File: src/rtl/sequence_generator.sv
// rtl/sequence_generator.sv - serial pattern transmitter, MSB of the active window first
// Optional build macro SEQ_GEN_REPEAT_EN adds the repeat_en input for gapless looping.
module sequence_generator #(
    parameter int WIDTH = 8,
    parameter int CNT_W = 4
) (
    input  logic             clock,
    input  logic             resetn,
    input  logic             start,
    input  logic [WIDTH-1:0] pattern,
    input  logic [CNT_W-1:0] length,
    input  logic             advance,
`ifdef SEQ_GEN_REPEAT_EN
    input  logic             repeat_en,
`endif
    output logic             w_out,
    output logic             valid,
    output logic             busy,
    output logic             done,
    output logic [1:0]       state,
    output logic [CNT_W-1:0] bit_idx
);

    typedef enum logic [1:0] {
        IDLE  = 2'd0,
        LOAD  = 2'd1,
        SHIFT = 2'd2,
        DONE  = 2'd3
    } state_t;

    localparam logic [CNT_W-1:0] WIDTH_C = CNT_W'(WIDTH);
    localparam logic [CNT_W-1:0] ONE     = CNT_W'(1);

    state_t           state_q;
    state_t           state_d;
    logic [WIDTH-1:0] shreg;
    logic [WIDTH-1:0] shifted;
    logic [CNT_W-1:0] len_q;
    logic [CNT_W-1:0] idx_q;
    logic [CNT_W-1:0] len_clamped;
    logic             reload;

    // Zero and oversize lengths both mean "send the full pattern".
    assign len_clamped = ((length == '0) || (length > WIDTH_C)) ? WIDTH_C : length;

`ifdef SEQ_GEN_REPEAT_EN
    assign reload = repeat_en;
`else
    assign reload = 1'b0;
`endif

    always_comb begin
        state_d = state_q;
        case (state_q)
            IDLE:    if (start) state_d = LOAD;
            LOAD:    state_d = SHIFT;
            SHIFT:   if (advance && (idx_q == '0) && !reload) state_d = DONE;
            DONE:    state_d = IDLE;
            default: state_d = IDLE;
        endcase
    end

    always_ff @(posedge clock) begin
        if (!resetn) begin
            state_q <= IDLE;
            shreg   <= '0;
            len_q   <= '0;
            idx_q   <= '0;
        end else begin
            state_q <= state_d;
            case (state_q)
                IDLE: begin
                    if (start) begin
                        shreg <= pattern;
                        len_q <= len_clamped;
                    end
                end
                LOAD: idx_q <= len_q - ONE;
                SHIFT: begin
                    // idx 0 either reloads for another pass or stays put; it never wraps.
                    if (advance) begin
                        if (idx_q != '0)
                            idx_q <= idx_q - ONE;
                        else if (reload)
                            idx_q <= len_q - ONE;
                    end
                end
                default: ;
            endcase
        end
    end

    assign shifted = shreg >> idx_q;
    assign w_out   = (state_q == SHIFT) ? shifted[0] : 1'b0;
    assign valid   = (state_q == SHIFT);
    assign busy    = (state_q == LOAD) || (state_q == SHIFT);
    assign done    = (state_q == DONE);
    assign state   = state_q;
    assign bit_idx = idx_q;

endmodule
File: config.mk
export PLATFORM = sky130hd
export DESIGN_NAME = sequence_generator
export DESIGN_NICKNAME = d
export VERILOG_FILES = /design/src/rtl/sequence_generator.sv
export SDC_FILE = /design/constraint.sdc
export NUM_CORES = 1
export LEC_CHECK = 0
export ABC_AREA = 1
export ABC_CLOCK_PERIOD_IN_PS = 1300
export CAP_MARGIN = 10
export CELL_PAD_IN_SITES_DETAIL_PLACEMENT = 0
export CELL_PAD_IN_SITES_GLOBAL_PLACEMENT = 1
export CORE_MARGIN = 5
export CORE_UTILIZATION = 31
export CTS_BUF_LIST = sky130_fd_sc_hd__clkbuf_8
export DETAILED_ROUTE_END_ITERATION = 10
export PLACE_DENSITY = 0.75
export SYNTH_ARGS = -nofsm -noshare
export SYNTH_HDL_FRONTEND = slang
export SYNTH_SLANG_ARGS = --single-unit
File: constraint.sdc
create_clock -name clock -period 1.3 [get_ports clock]
set_input_delay 0.195 -clock clock [delete_from_list [all_inputs] [get_ports clock]]
set_output_delay 0.195 -clock clock [all_outputs]
set_load 0.01 [all_outputs]
==> flow_results.org, run 1 <==
** Status
- Outcome :: finished, violations left
- Violations in the final reports :: setup timing

** Clocking
- After clock tree synthesis, the clock-pin slew on the worst setup and hold paths is around 70 ps.
- Maximum buffer depth of the clock tree :: 2
- Clock buffer count from CTS :: 3
- The tree built by TritonCTS fans out to 18 sinks.
- After clock tree synthesis, the flow added hold-fix buffers numbering 0.
- CTS root buf :: clkbuf_8
- Clock tree from TritonCTS :: done
- Clock latency on the worst-skew pair, taken at its later pin, is around 250 ps.
- H-Tree Depth :: 1

** Power
- Total power divided by cell area :: around 2400 nW/um^2
- P_leak :: around 0.76 nW
- Across the VDD grid, the largest voltage drop is around 1.1 mV.

** Logic synthesis
- After Yosys synthesis, and, or, nand and nor cells account for between 30 and 40% of the synthesized area.
- Yosys mapped a number of flops with a built-in enable equal to 0.
- For this run, the leading register cell type out of synthesis is dfxtp_1.
- After synthesis, the largest area contributor takes up 36.9% of total cell area.
- Number of nets produced by synthesis :: about 160
- The synthesized netlist devotes less than 1% of its cell area to XOR and XNOR gates.
- Number of synthesized register bits :: 18
- By count the netlist is led by nor2_1, nand2_1, dfxtp_1.
- Cells after Synth :: about 140
- Multiplexer fraction of the synthesized cell area :: 0%
- Dominant combinational cell family by area after synthesis :: simple AND/OR/NAND/NOR gates
- Most frequently used cell type in the post-synthesis netlist :: nor2_1
- The cell area that synthesis handed to floorplanning was roughly 980 um^2.
- After synthesis, the cell types taking the most area are dfxtp_1, nor2_1, ha_1, nand2_1, o21ai_0.
- The Yosys step of the flow raised 0 warnings.
- Cell taking the most area after synthesis :: dfxtp_1
- The synthesized netlist devotes 7.68% of its cell area to adder and majority cells.
- Distinct cells, synth :: 24
- Seq/Total Area, Yosys :: a little under two fifths
- Synth Area in Compound Gates :: 15.4%
- In the synthesized netlist the async set-or-reset flop fraction comes to 0%.
- Mean area per synthesized cell :: roughly 7.0 um^2

** Die
- Die width :: between 60 and 70 um
- Row generation in the floorplan step produced 20 rows.
- Ports placed on the boundary :: 26
- The region available for standard cell placement spans about 3000 um^2.
- Initial standard-cell utilization of the core :: roughly a third
- Die H :: 66.1 um
- Area of the die :: about 4400 um^2

** Worst setup path
- On the critical path the largest part of the delay comes from flip-flops.
- On the critical path, the stage with the largest delay is an instance of dfxtp_4.
- The setup check on the worst reg-to-reg path leaves a slack of -90 ps.
- In this run the worst path has a maximum fanout of 8.
- Peak per-stage delay on the critical path :: ~360 ps
- Start-to-end type of the worst setup path :: flip-flop to flip-flop
- Tracing the worst setup path back leads to its startpoint at state[0].
- Number of buffer and inverter instances along the worst setup path :: 3
- At the worst endpoint, the arrival time is 1530 ps.
- Capturing point of the worst reg2reg path :: bit_idx[2]
- Worst-path cell chain :: clkinv_4 > ha_4 > buf_8 > clkinv_8 > nand2_4 > nand2_4 > ha_4 > xor2_1 > a21oi_1
- Worst R2R Start :: state[0]
- Critical path launch point type :: flip-flop
- For the worst setup path, the data required time is about 1400 ps.
- R2r worst-path depth :: 9
- STA classifies the critical path endpoint as a flip-flop.

** GRT
- Total track usage :: 12.3%
- Entering global routing, the biggest net connects 16 pins.
- The first global-routing pass estimated ~4.3 mm of wire.
- Via count of the first global-routing pass :: approximately 1000
- Final global-route overflow total :: 0
- Antenna violations before repair :: 0

** Final layout
- The repair_antennas step left the layout with diodes totalling 0.
- Filler cell count in the final layout :: between 200 and 300
- Cell area after layout :: ~1700 um^2
- # nets final :: between 200 and 250
- Area overhead of the layout relative to synthesis :: 74.0%
- For this run, the number of standard cells in the final layout without fillers is between 200 and 250.
- The post-route netlist has between 30% and 40% of its cells at a drive strength greater than 1.

** Timing
- Final hold violations :: 0
- Maximum clock rate :: around 700 MHz
- Transition time at the pin with the least slew margin :: about 240 ps
- In this run the tightest slew margin relative to its limit is approximately 84%.
- After layout, the worst setup slack is -89.2 ps.
- After routing, the total negative slack on setup checks comes to -309 ps.
- Final hold analysis gives a worst-case slack of between 400 and 500 ps.
- After layout, the minimum clock period comes to 1390 ps.
- For the final database, setup skew stands at 2.56 ps.
- The max-slew violation count is 0.
- The final critical path takes up 107% of the cycle.
- Setup violations remaining at the end of the flow were counted as 6.
- Setup repair after global routing could not meet its margin everywhere.

** Detailed routing
- Vias per cell :: approximately 4.5
- For this run, the detailed router's first-pass iteration total came to 4.
- Total detailed-routing wirelength :: 2.59 mm
- Once detail routing completed, the nets flagged for antenna violations numbered 0.
- For this run, design rule violations remaining after detail routing come to 0.
- Drt wl/cell :: between 10 and 15 um
- For this block, the via count after detailed routing is between 1000 and 1500.
- Iteration-0 DRC Markers :: 30

** Placement
- Routability congestion estimate :: approximately 0.75
- Detailed placement ended at an HPWL of approximately 2.0 mm.
- Counting tap cells, the placed design contains a total of about 220 instances.
- During placement, the flow inserted port buffers numbering 25.
- Total cell area at the placement stage :: between 1000 and 1500 um^2
- Worst slack after detailed placement :: -283 ps

** Min path
- Min-Delay Path Class :: flip-flop to flip-flop
- Hold path startpoint :: len_q[0]
- The worst hold path passes through 2 cells.
- For hold timing, the worst endpoint is len_q[0].

** Run
- The tool flagged a number of max-cap violations equal to 0.
stage by stage:
| step | utilization, % | total power, W |
|---|---|---|
| after CTS | 51.1 | 0.00359 |
| after floorplan | - | 0.00212 |
| after detailed placement | 47.5 | 0.00296 |
| final | 56.2 | 0.00402 |
| after global routing | 56.2 | 0.00434 |
| after global placement | 47.5 | 0.00292 |
cell type report:
class	count	area, um^2	share of cell area, %
multi-input combinational	99	682	40.1
timing repair buffer	48	439	25.8
sequential	18	375	22.1
inverter	19	93.8	5.52
clock buffer	4	55.1	3.24
tap	44	55.1	3.24
per-layer routing:
layer | part of all wire, % | GRT usage (%) | vias to the layer above
li1 | - | - | 543
met1 | 45 | 14.9 | 482
met2 | 49 | 20.2 | 17
met3 | 4.3 | 3.57 | 4
met4 | 0.97 | 4.57 | 0
met5 | 0 | 0 | -
report_power, final:
group          internal (W)  switching, W  total [W]
Combinational       0.00131       0.00131    0.00262
Sequential         0.000771      0.000172   0.000943
Clock              0.000269      0.000185   0.000454
repair_timing:
action	in CTS	in global routing
endpoints found under the setup margin	17	18
pin swaps	8	20
gates resized for setup	41	41
setup buffers	2	5
flip-flops by register name, indices dropped and copies added (netlist names):
register and flops:
shreg 8, bit_idx 4, len_q 4, state 2
cells by family after synthesis:
family | count (synthesis)
buffers and inverters | 22
adders and majority gates | 6
DFF | 18
xor gates and xnor gates | 1
and+or+nand+nor | 65
AOI/OAI and AO/OA | 27
how the worst max path moves through the flow:
stage / to / slack, ps / depth (start not counted)
global placement: w_out / -240 / 7
detailed placement: w_out / -280 / 5
finish: bit_idx[2] / -90 / 9
CTS: w_out / -70 / 7
floorplan: bit_idx[2] / -40 / 9
global route: bit_idx[2] / -200 / 9
layout by cell type, fill, tap and decap left out, types with 2 or more instances in the layout:
cell,synthesis,layout
nor2_1,28,25
buf_2,1,2
nand3_1,7,6
inv_2,5,4
buf_6,0,5
buf_4,1,18
nand4_1,2,2
o21ai_1,5,10
dfxtp_4,0,4
nand2_4,2,9
ha_1,6,3
o21ai_2,0,4
nand3_2,1,2
clkdlybuf4s50_1,0,15
o21ai_0,12,3
inv_4,0,2
inv_1,14,11
nand2_2,4,7
dfxtp_1,18,14
ha_4,0,3
a21oi_1,5,3
dlygate4sd2_1,0,6
a21oi_2,0,2
nor2_2,1,3
clkbuf_8,0,4
a22oi_1,2,2
nand2_1,19,8
tightest hold or removal path: stages (launching register included):
cell	delay, ps
dfxtp_1	310
nand2_1	60
a21oi_1	50
(Power assumes the default switching activity.)
==> run 2: changes to the inputs <==
CORE_UTILIZATION = 30   (was 31)
CTS_BUF_LIST = not set   (was sky130_fd_sc_hd__clkbuf_8)
PLACE_DENSITY = 0.73   (was 0.75)
==> run 2 against run 1 <==
Compared with the run above: the run still ends with setup timing left; sequential power decreased by 0.8%; worst hold slack improved by 9.9 ps; non-clock buffer count increased by 1; total power increased by 1.1%; via count about the same; maximum frequency decreased by 4.6%; register-to-register slack improved by 20 ps; die area increased by 2.8%; utilization decreased by 0.38 points; flip-flop and latch count unchanged; critical path depth decreased by 3; global-route usage increased by 1.2 points.
==> flow_results.org, run 2 (synthesized netlist as in run 1, its figures left out) <==
** Detailed routing
- The iteration count of the initial detailed-routing pass was 4 (unchanged).
- Vias per cell :: 4.49 (-0.33%)
- The number of nets with antenna violations after detailed routing is 0 (unchanged).
- # DRC :: 0 (unchanged)
- Drt wl/cell :: 12.2 um (+9.1%)
- The final wirelength was 2.84 mm (+9.6%).
- Iteration-0 DRC Markers :: 26 (-13%)
- The via count came to 1047 (+0.096%).

** GRT
- Total track usage :: 13.5% (+1.2 points)
- First-pass GRT wire length :: 4.62 mm (+8.2%)
- The initial antenna violation count was 0 (unchanged).
- Final global-route overflow total :: 0 (unchanged)
- The via count of the first global-routing pass is 1023 (-1.4%).
- Largest net degree at the start of global routing :: 16 (unchanged)

** Final layout
- Filler cell count in the final layout :: 292 (-1.7%)
- The layout cell share with drive strength beyond 1 came to 42.3% (+2.4 points).
- The library cell used most frequently in the layout, excluding fill and tap cells, is nor2_1.
- Area overhead of the layout relative to synthesis :: 75.7%
- Cell area after layout :: 1720 um^2 (+0.96%)
- The flip-flop count of the largest register, all copies and words added was 8 (unchanged).
- # nets final :: 212 (+0.47%)
- Register name with the most flops :: shreg
- Final antenna diode count :: 0 (unchanged)
- Most frequent cells in the layout :: nor2_1, clkdlybuf4s50_1, buf_4, dfxtp_1, inv_1

** Clocking
- The TritonCTS sink count is 18 (unchanged).
- The number of H-tree branching levels was 1 (unchanged).
- The worst-skew pair later-pin latency was 300 ps (+50 ps).
- Clock slew seen by the registers of the worst setup and hold paths :: 110 ps (+40 ps)
- Post-CTS Hold Fix Bufs :: 0 (unchanged)
- The tree is rooted in a clkbuf_4.
- Clock tree from TritonCTS :: done
- Maximum buffer depth of the clock tree :: 2 (unchanged)
- Clock buffer count from CTS :: 3 (unchanged)

** Status
- The final reports fail on setup timing.
- Outcome :: finished, violations left

** Power
- Total power divided by cell area :: 2370 nW/um^2 (+0.14%)
- The overall power is 0.00406 W (+1.1%).
- P_leak :: 0.755 nW (-0.89%)
- Peak supply drop :: 1.51 mV (+36%)

** Worst setup path
- Required arrival time at the worst endpoint :: 1110 ps (-330 ps)
- STA classifies the critical path startpoint as a flip-flop.
- Slowest library cell on the worst path :: dfxtp_4
- By instance count, the cell type seen most on the critical path is nor2_1.
- Kind of end point of the critical path :: primary output
- Worst-path cell chain :: inv_4 > nor2_1 > o211ai_1 > nand2_1 > nor2_1 > buf_2
- The critical-path maximum fanout was 6 (-2).
- Start-to-end type of the worst setup path :: flip-flop to primary output
- The worst path arrival time was 1260 ps (-270 ps).
- Peak per-stage delay on the critical path :: 390 ps (+30 ps)

** Timing
- Post-route minimum period :: 1460 ps (+67.1 ps)
- The worst-margin pin slew came to 203 ps (-34.2 ps).
- Maximum clock rate :: 687 MHz (-4.6%)
- The final count of negative-setup-slack endpoints was 10 (+4).
- The final-report hold violation count came to 0 (unchanged).
- The clock tree skew after final layout was 6.18 ps (+3.62 ps).
- The setup slack of the critical path after layout came to -156 ps (-67.1 ps).
- Worst rel slew slack :: 86.4% (+2.3 points)
- The final worst-path cycle share was 112% (+5.2 points).
- Setup repair after global routing could not meet its margin everywhere.
- Number of pins exceeding their max-slew limit in the final report :: 0 (unchanged)

** Die
- The row count was 20 (unchanged).
- The overall die height came to 67.1 um (+1.4%).
- Ports placed on the boundary :: 26 (unchanged)
- The starting utilization of the core area is 31.7% (-0.52 points).
- Area inside the core boundary :: 3080 um^2 (+1.7%)
- Area of the die :: 4500 um^2 (+2.8%)
- The chip width came to 67.1 um (+1.4%).

** Placement
- The post-placement cell area came to 1440 um^2 (unchanged).
- Routability congestion estimate :: 0.778 (+3.5%)
- Buffers on Ports :: 25 (unchanged)
- HPWL reported at the end of detailed placement :: 2.00 mm (+0.26%)

** Min path
- The min-delay analysis places its worst path in the category flip-flop to flip-flop.

** Run
- Maximum capacitance violations :: 0 (unchanged)
run 2: final cells by class:
class | count | area, um^2 | share of cell area, %
flip-flops and latches | 18 | 377 | 21.9
repair buffers | 49 | 458 | 26.7
multi-input cells | 99 | 699 | 40.7
well taps | 44 | 55.1 | 3.21
clock buffers | 4 | 36.3 | 2.11
inverters | 19 | 91.3 | 5.32
run 2: layer usage:
| layer | vias up | track usage (%) | wire [um] |
|---|---|---|---|
| met4 | 0 | 2.28 | 15 |
| li1 | 547 | - | - |
| met5 | - | 0 | 0 |
| met2 | 15 | 23.6 | 1500 |
| met1 | 483 | 15.9 | 1180 |
| met3 | 2 | 4.72 | 136 |
run 2: final timing paths:
check	startpoint	slack, ps	depth (start not counted)	to
worst min register to register	len_q[0]	480	2	len_q[0]
worst max-delay path	bit_idx[0]	-160	6	w_out
worst max register to register	state[0]	-70	9	bit_idx[2]
worst min-delay path	len_q[0]	480	2	len_q[0]
run 2: metrics by stage:
step	setup slack, ps	setup TNS (ps)	instances	hold slack [ps]	util [%]
after detailed placement	-299	-1720	221	460	46.7
after global routing	-265	-1180	233	501	55.8
after global placement	-227	-1290	221	458	46.7
after CTS	-153	-414	230	477	51.7
after floorplan	-44.0	-44.0	139	337	-
final	-156	-492	233	481	55.8
run 2: power breakdown:
group	total (W)	internal (W)	switching (W)
Sequential	0.000935	0.000772	0.000163
Combinational	0.00278	0.00138	0.00139
Clock	0.000350	0.000171	0.000179
Total	0.00406	0.00233	0.00173
run 2: critical path, delay by kind of cell (launching register included):
kind,cells,cell delay (ps)
flops,1,390
buf+inv,2,210
simple gates,3,200
compound gates,1,160
run 2: repair_timing:
item,CTS,global route
pin swaps,7,14
setup buffers,5,6
setup endpoints to repair,14,24
endpoints found under the hold margin,0,0
gates resized for setup,56,41
==> patch 1 (settings of run 2) <==
Add a define of `SEQ_GEN_REPEAT_EN`.
--- a/src/rtl/sequence_generator.sv
+++ b/src/rtl/sequence_generator.sv
@@ -1,5 +1,7 @@
 // rtl/sequence_generator.sv - serial pattern transmitter, MSB of the active window first
 // Optional build macro SEQ_GEN_REPEAT_EN adds the repeat_en input for gapless looping.
+`define SEQ_GEN_REPEAT_EN
+
 module sequence_generator #(
     parameter int WIDTH = 8,
     parameter int CNT_W = 4
Interface: changed (added repeat_en); port bits go from 26 to 27. No check against the original RTL was run, so the function may have changed too.
==> patch 1 against run 2 <==
- the flow still finishes with violations (negative setup slack)
- count of clock-buffer cells in the layout stayed put
- highest routed layer unchanged
- total power is 0.73% higher
- clock skew is 0.00085 ns lower
- design area is 4.6% higher
- wire length is 3.7% higher
- largest cell class unchanged
- via count is 6.4% higher
- area after synthesis is 0.77% lower
- largest power group unchanged
- sequential cell count stayed put
- setup slack worse by 0.0092 ns
- synthesized cell count is 4.3% higher
==> patch 1: results (changes against run 2) <==
Cells and area
  – Most flop-heavy register: shreg
  – Nets@finish: 225 (+6.1%)
  – Layout cell share with drive strength beyond 1: 43.8% (+1.5 points)
  – Max reg flops: 8 (unchanged)

Hold path
  – Hold path start: length[0]
  – Hold path depth: 3 (+1)
  – Hold Path Class: in -> reg

Global routing
  – Pin count of the biggest net entering global routing: 11 (-5)
  – Met3 Track Usage GR: 1.85% (-2.9 points)
  – Total GRT Usage: 14.0% (+0.48 points)
  – First-pass GRT wire length: 4710 um (+1.9%)
  – M1 GR Usage: 15.1% (-0.82 points)
  – Number of global-route vias before repair: 1,097 (+7.2%)
  – Met2 GRT Util: 27.0% (+3.4 points)

Floorplanning
  – Initial core utilization: 31.5% (-0.24 points)

CTS
  – H-tree depth: 1 (unchanged)
  – Root buffer cell: clkbuf_4
  – Max Root-Sink Buffers: 2 (unchanged)

Timing
  – Clk_skew: 0.00533 ns (-0.000845 ns)
  – Worst Setup Slack, final: -0.166 ns (-0.00919 ns)
  – Final setup viols: 8 (-2)
  – Slew @ Worst Pin: 0.374 ns (+0.171 ns)

Placement
  – Dpl cell area: 0.00147 sq mm (+2.2%)
  – Dpl hpwl: 2140 um (+6.9%)
  – # port buffers: 26 (+4.0%)
  – Gpl congestion: 0.747 (-3.9%)

Detailed routing
  – DR iter-0 viols: 13 (-50%)
  – DRT Wirelength: 2940 um (+3.7%)
  – Via density: 4.55 (+1.2%)

Power
  – LEAKAGE: 0.748 nW (-0.97%)
  – Peak VDD IR: 849 uV (-44%)

Run status
  – Failing checks: negative setup slack
  – Status: finished with violations

Synthesis
  – Synth Flop Type: dfxtp_1
  – Area contributors post-synth: dfxtp_1 (37%), nor2_1 (15%), nand2_1 (9.3%), o21ai_0 (8.8%), ha_1 (7.7%)
  – Synth top cells by count: nor2_1 (38), nand2_1 (24), dfxtp_1 (18)
  – Post-Syn Nets: 168 (+4.3%)
  – Yosys cell types: 20 (-17%)
  – Sequential fraction of the synthesis area: 37.2% (+0.29 points)

Worst setup path
  – FF-to-FF End: bit_idx[2]
  – Worst Path Max Fanout: 6 (unchanged)
  – CP max-delay cell: dfxtp_4
  – R2R Setup Slk: -0.11 ns (-0.04 ns)
  – Reg2reg start: bit_idx[0]
  – Path depth of the worst reg2reg path: 10 (+1)
-- patch 1: cell types whose count changed after synthesis, moves of 2 or more --
cell	run 2	this run
nor2_1	28	38
nand2_1	19	24
o21ai_0	12	17
nand2_2	4	0
inv_2	5	2
o21ai_1	5	2
clkbuf_1	0	2
nand2_4	2	0
nand4_1	2	0
-- patch 1: timing repair --
action | in CTS | in global routing
setup endpoints to repair | 28 | 24
setup buffers | 5 | 3
resized for setup | 64 | 47
hold buffers | 0 | 0
pin swaps | 14 | 23
-- patch 1: how the worst max path moves through the flow --
stage / startpoint / slack, ns / cells after the start / to
global placement: bit_idx[0] / -0.23 / 6 / w_out
detailed placement: state[1] / -0.26 / 6 / w_out
global route: bit_idx[0] / -0.28 / 6 / w_out
finish: bit_idx[0] / -0.17 / 6 / w_out
floorplan: state[0] / 0.009 / 8 / bit_idx[0]
CTS: state[0] / -0.18 / 7 / w_out
-- patch 1: cells by family (layout without fill, tap and decap cells) --
family                   Yosys count  count (layout)  synth area share, %
AO/OA/AOI/OAI                     31              31                 17.9
adder cells (fa/ha/maj)            6               6                 7.74
flip-flops                        18              18                 37.2
XOR/XNOR                           1               1                0.903
AND/OR/NAND/NOR                   71              71                 29.3
buffers and inverters             18              74                 6.97
-- patch 1: where the power goes --
part | internal (mW) | leakage (nW) | switching, mW
Clock | 0.171 | 0.0210 | 0.184
Sequential | 0.749 | 0.151 | 0.142
Combinational | 1.45 | 0.576 | 1.40
-- patch 1: worst reg2reg max path, cell delays in order, from the launching register on --
cell,delay (ns)
dfxtp_4,0.40
inv_4,0.05
buf_6,0.12
ha_4,0.17
buf_6,0.12
nand3_4,0.07
nand3_4,0.09
inv_4,0.10
nand2_1,0.05
o21ai_1,0.07
nor2_1,0.05
-- patch 1: area by class of cell --
class / instances / area, sq um
fill: 297 / 1280
multi-input combinational: 109 / 758
timing repair buffer: 54 / 500
sequential: 18 / 373
inverter: 16 / 72.6
tap: 44 / 55.1
clock buffer: 4 / 36.3
-- patch 1: per-layer routing --
layer | share of wire [%] | wire length, um
met1 | 41 | 1210
met2 | 55 | 1610
met3 | 3.3 | 97
met4 | 0.68 | 20
met5 | 0 | 0
-- patch 1: per-stage QoR --
step                      setup TNS (ns)  std cells  utilization (%)  hold slack (ns)  setup slack [ns]
after floorplan                        0        145                -            0.343           0.00946
after global placement             -1.95        234             47.7            0.478            -0.230
after detailed placement           -2.55        234             47.7            0.481            -0.261
after CTS                         -0.818        243             53.7            0.476            -0.180
after global routing               -1.36        245             58.3            0.490            -0.281
final                             -0.677        245             58.3            0.480            -0.166
==> patch 2 (settings of run 2) <==
Made on the original files. Register the outputs `w_out`, `valid`, `busy` and `done`, cleared by the reset; this adds one clock of latency there. The other outputs are not delayed to match.
--- a/src/rtl/sequence_generator.sv
+++ b/src/rtl/sequence_generator.sv
@@ -91,10 +91,19 @@
     end
 
     assign shifted = shreg >> idx_q;
-    assign w_out   = (state_q == SHIFT) ? shifted[0] : 1'b0;
-    assign valid   = (state_q == SHIFT);
-    assign busy    = (state_q == LOAD) || (state_q == SHIFT);
-    assign done    = (state_q == DONE);
+    always_ff @(posedge clock) begin
+        if (!resetn) begin
+            w_out <= '0;
+            valid <= '0;
+            busy  <= '0;
+            done  <= '0;
+        end else begin
+            w_out <= (state_q == SHIFT) ? shifted[0] : 1'b0;
+            valid <= (state_q == SHIFT);
+            busy  <= (state_q == LOAD) || (state_q == SHIFT);
+            done  <= (state_q == DONE);
+        end
+    end
     assign state   = state_q;
     assign bit_idx = idx_q;
 
Behaviour: not the same (Yosys sat finds a counterexample within 4 cycles, from zero or initial values and one cycle with resetn low).
==> patch 2 against run 2 <==
- the flow still finishes with violations (negative setup slack)
- design area decreased by 4.0%
- sequential power is 10% higher
- count of clock-buffer cells in the layout unchanged
- sequential cell count grew 4
- setup slack improved by 0.14 ns
- first-iteration DRC count increased by 77%
- via count is 2.0% higher
- total power fell by 19%
- area after synthesis increased by 14%
- wire length shrank 4.9%
- non-clock buffer count down 11
- critical path type is now reg -> reg
- critical endpoint is now bit_idx[2]
- largest power group unchanged
- highest routed layer unchanged
==> patch 2: results (changes against run 2) <==
CTS
  – Worst-Skew Late Latency: 0.26 ns (-0.04 ns)
  – PostCTS Resize Cnt: 21 (-63%)

Power
  – Peak VDD IR: 642 uV (-58%)
  – LEAKAGE: 0.791 nW (+4.7%)

Global routing
  – M1 GR Usage: 14.7% (-1.2 points)
  – Met3 Track Usage GR: 1.70% (-3.0 points)
  – Pin count of the biggest net entering global routing: 14 (-2)
  – Met2 GRT Util: 18.9% (-4.6 points)
  – First-pass GRT wire length: 4660 um (+0.74%)

Synthesis
  – Synthesized instance count: 158 (+14%)
  – Area contributors post-synth: dfxtp_1 (40%), nand2_1 (9.8%), nor2_1 (8.8%), ha_1 (6.8%), inv_1 (6.4%)
  – Post-Syn Nets: 180 (+12%)
  – Yosys cell types: 21 (-13%)
  – Synthesized-area fraction occupied by adder cells: 6.76% (-0.92 points)
  – Sequential fraction of the synthesis area: 39.7% (+2.8 points)
  – Synth top cells by count: nand2_1 (29), nor2_1 (26), dfxtp_1 (22)
  – Synth Area in Compound Gates: 12.6% (-2.7 points)

Cells and area
  – Layout cell share with drive strength beyond 1: 26.0% (-16 points)
  – Logic inverters: 26 (+7)
  – #MultiIn Comb: 106 (+7.1%)
  – Sequential share of cell area: 27.2% (+5.2 points)
  – Fraction of area in multi-input gates: 38.3% (-2.4 points)
  – Sequential cell count: 22 (+4)

Detailed routing
  – WL/cell: 11.1 um (-9.1%)
  – DR iter-0 viols: 46 (+77%)
  – Met3 WL: 99 um (-27%)
  – DR vias: 1,068 (+2.0%)
  – Met1 Wirelength: 1230 um (+4.2%)

Placement
  – Gpl congestion: 0.785 (+0.91%)
  – Setup WS pre-CTS: -0.0508 ns (+0.248 ns)
  – Dpl hpwl: 2070 um (+3.7%)

Timing
  – Worst Setup Slack, final: -0.0138 ns (+0.142 ns)
  – Clk_skew: 0.00560 ns (-0.000583 ns)
  – Slew @ Worst Pin: 0.218 ns (+0.0153 ns)
  – Final setup viols: 1 (-9)

Run status
  – Failing checks: negative setup slack
  – Status: finished with violations

Worst setup path
  – Critical Path End: bit_idx[2]
  – WP data arrival: 1.48 ns (+0.22 ns)
  – Path depth of the worst reg2reg path: 10 (+1)

Hold path
  – Hold path start: shreg[1]

Floorplanning
  – Rows: 22 (+10%)
[patch 2: changes by cell type after synthesis, moves of 3 or more]
cell,change
inv_1,+5
dfxtp_1,+4
a21oi_1,+3
nand3_1,-3
nand2_1,+10
[patch 2: per-stage QoR]
step           hold slack, ns  cell area (sq um)  total power [mW]
2_1_floorplan           0.336               1150              2.06
3_3_place_gp            0.445               1510              2.61
3_5_place_dp            0.453               1510              2.64
4_1_cts                 0.466               1600              3.19
5_1_grt                 0.481               1650              3.59
6_report                0.461               1650              3.30
[patch 2: worst min path at each step]
stage / to
floorplan: len_q[0]
global placement: shreg[1]
detailed placement: shreg[1]
CTS: shreg[1]
global route: shreg[1]
finish: shreg[1]
[patch 2: power breakdown]
part | total, mW | leakage (nW) | switching [mW] | internal, mW
clock network | 0.505 | 0.0288 | 0.235 | 0.270
logic | 1.76 | 0.579 | 0.953 | 0.811
registers | 1.03 | 0.183 | 0.142 | 0.884
total | 3.30 | 0.791 | 1.33 | 1.96
